$ cat config.mk
export PLATFORM = sky130hd
export DESIGN_NAME = fft_bin_reader
export DESIGN_NICKNAME = d
export VERILOG_FILES = /design/src/rtl/fft_bin_reader.sv
export SDC_FILE = /design/constraint.sdc
export NUM_CORES = 1
export LEC_CHECK = 0
export BUFFER_PORTS_ARGS = -buffer_cell sky130_fd_sc_hd__buf_2
export CORE_UTILIZATION = 45
export DETAILED_ROUTE_END_ITERATION = 12
export HOLD_SLACK_MARGIN = 0.06
export MAX_ROUTING_LAYER = met4
export PLACE_DENSITY = 0.73
export RECOVER_POWER = 100
export SLEW_MARGIN = 25
export SYNTH_ARGS = -nofsm -noshare
export SYNTH_HDL_FRONTEND = slang
export SYNTH_SLANG_ARGS = --single-unit
$ cat constraint.sdc
create_clock -name clk -period 1.7 [get_ports clk]
set_input_delay 0.34 -clock clk [delete_from_list [all_inputs] [get_ports clk]]
set_output_delay 0.34 -clock clk [all_outputs]
set_load 0.01 [all_outputs]
$ cat src/rtl/fft_bin_reader.sv
// Read-side sequencer for the 8-point FFT core: steps sel 0..7, settles, captures and streams each bin.
// Define FFT_BIN_READER_MAG_EN to add out_mag = |re|+|im| captured alongside each bin.
module fft_bin_reader #(
    parameter int DW     = 9,
    parameter int SETTLE = 2
) (
    input  logic          clk,
    input  logic          rst,
    input  logic          start,
    output logic          busy,
    output logic          done,
    output logic [2:0]    sel_out,
    input  logic [DW-1:0] bin_re_in,
    input  logic [DW-1:0] bin_im_in,
    output logic          out_valid,
    input  logic          out_ready,
    output logic [DW-1:0] out_re,
    output logic [DW-1:0] out_im,
`ifdef FFT_BIN_READER_MAG_EN
    output logic [DW:0]   out_mag,
`endif
    output logic [2:0]    out_idx,
    output logic          out_last
);

    typedef enum logic [1:0] {
        S_IDLE,
        S_WAIT,
        S_PRESENT
    } state_t;

    localparam logic [3:0] CNT_INIT = 4'(SETTLE - 1);

    state_t        state_q, state_d;
    logic [3:0]    cnt_q, cnt_d;
    logic [2:0]    sel_q, sel_d;
    logic [2:0]    idx_q, idx_d;
    logic [DW-1:0] re_q, re_d;
    logic [DW-1:0] im_q, im_d;
    logic          valid_q, valid_d;
    logic          last_q, last_d;
    logic          busy_q, busy_d;
    logic          done_q, done_d;
    logic          capture;

    always_ff @(posedge clk) begin
        if (rst) begin
            state_q <= S_IDLE;
            cnt_q   <= '0;
            sel_q   <= '0;
            idx_q   <= '0;
            re_q    <= '0;
            im_q    <= '0;
            valid_q <= 1'b0;
            last_q  <= 1'b0;
            busy_q  <= 1'b0;
            done_q  <= 1'b0;
        end else begin
            state_q <= state_d;
            cnt_q   <= cnt_d;
            sel_q   <= sel_d;
            idx_q   <= idx_d;
            re_q    <= re_d;
            im_q    <= im_d;
            valid_q <= valid_d;
            last_q  <= last_d;
            busy_q  <= busy_d;
            done_q  <= done_d;
        end
    end

    always_comb begin
        state_d = state_q;
        cnt_d   = cnt_q;
        sel_d   = sel_q;
        idx_d   = idx_q;
        re_d    = re_q;
        im_d    = im_q;
        valid_d = valid_q;
        last_d  = last_q;
        busy_d  = busy_q;
        done_d  = 1'b0;
        capture = 1'b0;
        case (state_q)
            S_IDLE: begin
                // The done cycle is already IDLE, but a start there must not be taken.
                if (start && !done_q) begin
                    state_d = S_WAIT;
                    sel_d   = '0;
                    busy_d  = 1'b1;
                    cnt_d   = CNT_INIT;
                end
            end
            S_WAIT: begin
                if (cnt_q != '0) begin
                    cnt_d = cnt_q - 4'd1;
                end else begin
                    capture = 1'b1;
                    re_d    = bin_re_in;
                    im_d    = bin_im_in;
                    idx_d   = sel_q;
                    last_d  = (sel_q == 3'd7);
                    valid_d = 1'b1;
                    state_d = S_PRESENT;
                end
            end
            S_PRESENT: begin
                if (valid_q && out_ready) begin
                    valid_d = 1'b0;
                    last_d  = 1'b0;
                    if (idx_q == 3'd7) begin
                        busy_d  = 1'b0;
                        done_d  = 1'b1;
                        sel_d   = '0;
                        state_d = S_IDLE;
                    end else begin
                        sel_d   = idx_q + 3'd1;
                        cnt_d   = CNT_INIT;
                        state_d = S_WAIT;
                    end
                end
            end
            default: state_d = S_IDLE;
        endcase
    end

`ifdef FFT_BIN_READER_MAG_EN
    logic [DW:0] abs_re, abs_im, mag_q, mag_d;

    // One extra bit makes |most negative| exact without saturation.
    always_comb begin
        abs_re = bin_re_in[DW-1] ? (~{1'b1, bin_re_in} + 1'b1) : {1'b0, bin_re_in};
        abs_im = bin_im_in[DW-1] ? (~{1'b1, bin_im_in} + 1'b1) : {1'b0, bin_im_in};
        mag_d  = capture ? (abs_re + abs_im) : mag_q;
    end

    always_ff @(posedge clk) begin
        if (rst) begin
            mag_q <= '0;
        end else begin
            mag_q <= mag_d;
        end
    end

    assign out_mag = mag_q;
`endif

    assign busy      = busy_q;
    assign done      = done_q;
    assign sel_out   = sel_q;
    assign out_valid = valid_q;
    assign out_re    = re_q;
    assign out_im    = im_q;
    assign out_idx   = idx_q;
    assign out_last  = last_q;

endmodule

==> metrics <==
power per cell area=around 950 nW/um2; hold_ws=~240 ps; Hold Crit Depth=3; status=completed; Final Core Density=around three fifths; Core Box Area=between 3000 and 4000 um2; Worst IR Drop VDD=about 0.42 mV; fin crit share=a little over nine tenths; first-pass GRT wire length=a little under 6 mm; max_slew headroom=between 60% and 70%; routed len/inst=13.68 um; total CTS buffers=5; CP Capture Type=flip-flop; DRT iter0 DRCs=between 60 and 70; final hold vios=0; Avg Inst Size Synth=8.670 um2; number of antenna diodes=0; Synth top area share=46.46%; placed cell area=about 1800 um2; leakage=around 0.65 nW; critical path class=reg2reg; class of the worst hold path=in2reg; worst path arrival time=around 1800 ps; worst-margin pin slew=between 400 and 500 ps; hpwl dp=~2.6 mm; Max-Cap Viols=0; layout overhead on the synthesized area=22.89%; Final Instance Area=1800 um2; clk slew on worst S/H paths=roughly 100 ps; Max FO, Critical Path=14; Worst-Skew Late Latency=roughly 340 ps; via count=1463; layout cell share with drive strength beyond 1=18.55%; Vias per Instance=5.521; sequential share of the synthesized area=between 40% and 50%; leading post-synthesis cells by cell area=dfxtp_1 (46%), a21oi_1 (8.9%), nand3_1 (8.2%), o21ai_0 (7.2%), ha_1 (3.4%); drt drc=0; Synth Warn #=0; RSZ-0062 raised after global routing=false; final net count=about 250; die boundary height=between 50 and 60 um; Worst EP required=between 1500 and 2000 ps; Remaining Overflow, GRT=0; Initial Utilization=a little under half; Max Clk Rate=628.2 MHz; Worst Clk Skew=a little under 8 ps; Reg-to-Reg Start=cnt_q[0]$_SDFFE_PP0P_; CTS sink cnt=34; die width=about 59 um; R2R depth=6; Final min period=1592 ps; Post-Route WL=~3.6 mm; Final Setup Violations=0; Slew Limit Fails=0; Total Power=between 1.5 and 2 mW; reg2reg setup slack=about 110 ps; Fillers=311; Port Buffers=49; I/O pin count=50; FP Rows=20; Clock Tree Root=clkbuf_4; maximum clock insertion buffer count=2; final RePlAce weighted congestion=between 0.7 and 0.8; Syn Nets=195; ANT nets after route=0; CP Launch Type=flip-flop; setup TNS=0 ps; DIE AREA=3488 um2; TritonCTS clock tree=built; Clock H-tree levels=2; Syn Std Cell Area=about 1500 um2; Hold EP=out_re[8]$_SDFFE_PP0P_; largest net degree at the start of global routing=29; vias in the first global route=1295; drt pass-1 iters=4; area leader, netlist=dfxtp_1; RR Endpoint=out_im[5]$_SDFFE_PP0P_; Post-CTS Setup Inserts=0; antenna violations before repair=0; synth unique cells=32; hold_sp=bin_re_in[8]; Cells after Synth=approximately 170; GRT Util Overall=roughly a quarter; #FFs+latches synth=34
-- flip-flops by register name, indices dropped and copies added, names as in the netlist --
| signal | count |
|---|---|
| state_q | 2 |
| out_idx | 3 |
| sel_out | 3 |
| out_re | 9 |
| cnt_q | 4 |
| done | 1 |
| out_valid | 1 |
| out_im | 9 |
| busy | 1 |
| out_last | 1 |
-- critical path, cell delays in order, from the launching register on --
cell and delay (ps):
dfxtp_1 340, inv_1 80, ha_1 150, or3b_1 420, buf_4 210, o21ai_0 170
a21oi_1 90
-- stage by stage --
stage               cells  worst slack [ps]
floorplan             169             254.8
global placement      258             197.7
detailed placement    258             124.0
CTS                   265             103.1
global route          265             30.02
finish                265             108.1
-- report_power, final --
group | internal [mW] | switching [mW]
Clock | 0.156 | 0.251
Sequential | 0.849 | 0.0407
Combinational | 0.161 | 0.250
-- routing by layer --
| metal | up-vias | wire, um | GRT usage [%] |
|---|---|---|---|
| met5 | - | 0 | - |
| met4 | 0 | 57 | 10.20 |
| met3 | 6 | 231 | 7.860 |
| met2 | 53 | 1732 | 36.04 |
| met1 | 689 | 1601 | 27.42 |
| li1 | 715 | - | - |
-- area by class of cell --
| class | count | area, um2 | area share (%) |
|---|---|---|---|
| Inverter | 4 | 15.01 | 0.8339 |
| Sequential cell | 34 | 680.7 | 37.80 |
| Clock buffer | 7 | 45.04 | 2.502 |
| Timing Repair Buffer | 59 | 295.3 | 16.40 |
| Tap cell | 44 | 55.05 | 3.058 |
| Multi-Input combinational cell | 117 | 709.4 | 39.40 |
-- timing repair --
item / in CTS / in global routing
gates resized for setup: 0 / 1
endpoints found under the setup margin: 0 / 1
hold buffers: 0 / 0
-- worst max-delay path by stage --
stage                                      from  slack (ps)                       to
after detailed placement  cnt_q[0]$_SDFFE_PP0P_         120   out_im[5]$_SDFFE_PP0P_
after floorplan           cnt_q[0]$_SDFFE_PP0P_         250  out_idx[0]$_SDFFE_PP0P_
after global routing      cnt_q[0]$_SDFFE_PP0P_          30   out_re[0]$_SDFFE_PP0P_
after CTS                 cnt_q[0]$_SDFFE_PP0P_         100   out_im[5]$_SDFFE_PP0P_
after global placement    cnt_q[0]$_SDFFE_PP0P_         200   out_re[3]$_SDFFE_PP0P_
final                     cnt_q[0]$_SDFFE_PP0P_         110   out_im[5]$_SDFFE_PP0P_
-- cell usage in the layout, fill, tap and decap left out, types with 3 or more instances in the layout --
cell and instances:
nand2_1 4, a21oi_1 26, clkbuf_4 5, nor2_1 3
nand3_1 24, o21ai_0 20, nand2b_1 4, buf_2 21
ha_1 4, o211ai_1 3, nand3b_1 3, dfxtp_1 34
clkbuf_1 30, inv_1 4, nand4b_1 3, buf_4 8
-- cell families after synthesis --
family | count (synthesis) | share of synthesized area [%]
buffers and inverters | 18 | 5.294
flip-flops | 34 | 46.46
adder cells (fa/ha/maj) | 4 | 3.416
AO/OA/AOI/OAI | 58 | 22.03
AND/OR/NAND/NOR | 54 | 22.12
multiplexers | 1 | 0.6832
-- Yosys cell counts --
cell and count:
a21oi_1 26, a21oi_2 1, a31oi_1 1, and3_1 1
buf_2 7, clkbuf_1 6, clkbuf_2 1, dfxtp_1 34
ha_1 4, inv_1 4, mux2i_1 1, nand2_1 4
nand2b_1 4, nand3_1 24, nand3b_1 3, nand4b_1 3
nor2_1 3, nor2b_1 2, nor3b_1 2, nor3b_2 1
o211ai_1 3, o21ai_0 21, o21ai_1 1, o21ba_2 1
o31a_1 1, o32ai_1 2, o41ai_1 1, or2_2 1
or3_1 1, or3b_1 2, or4_1 1, or4b_1 2
Note: power is estimated with default switching activity, not from simulation.
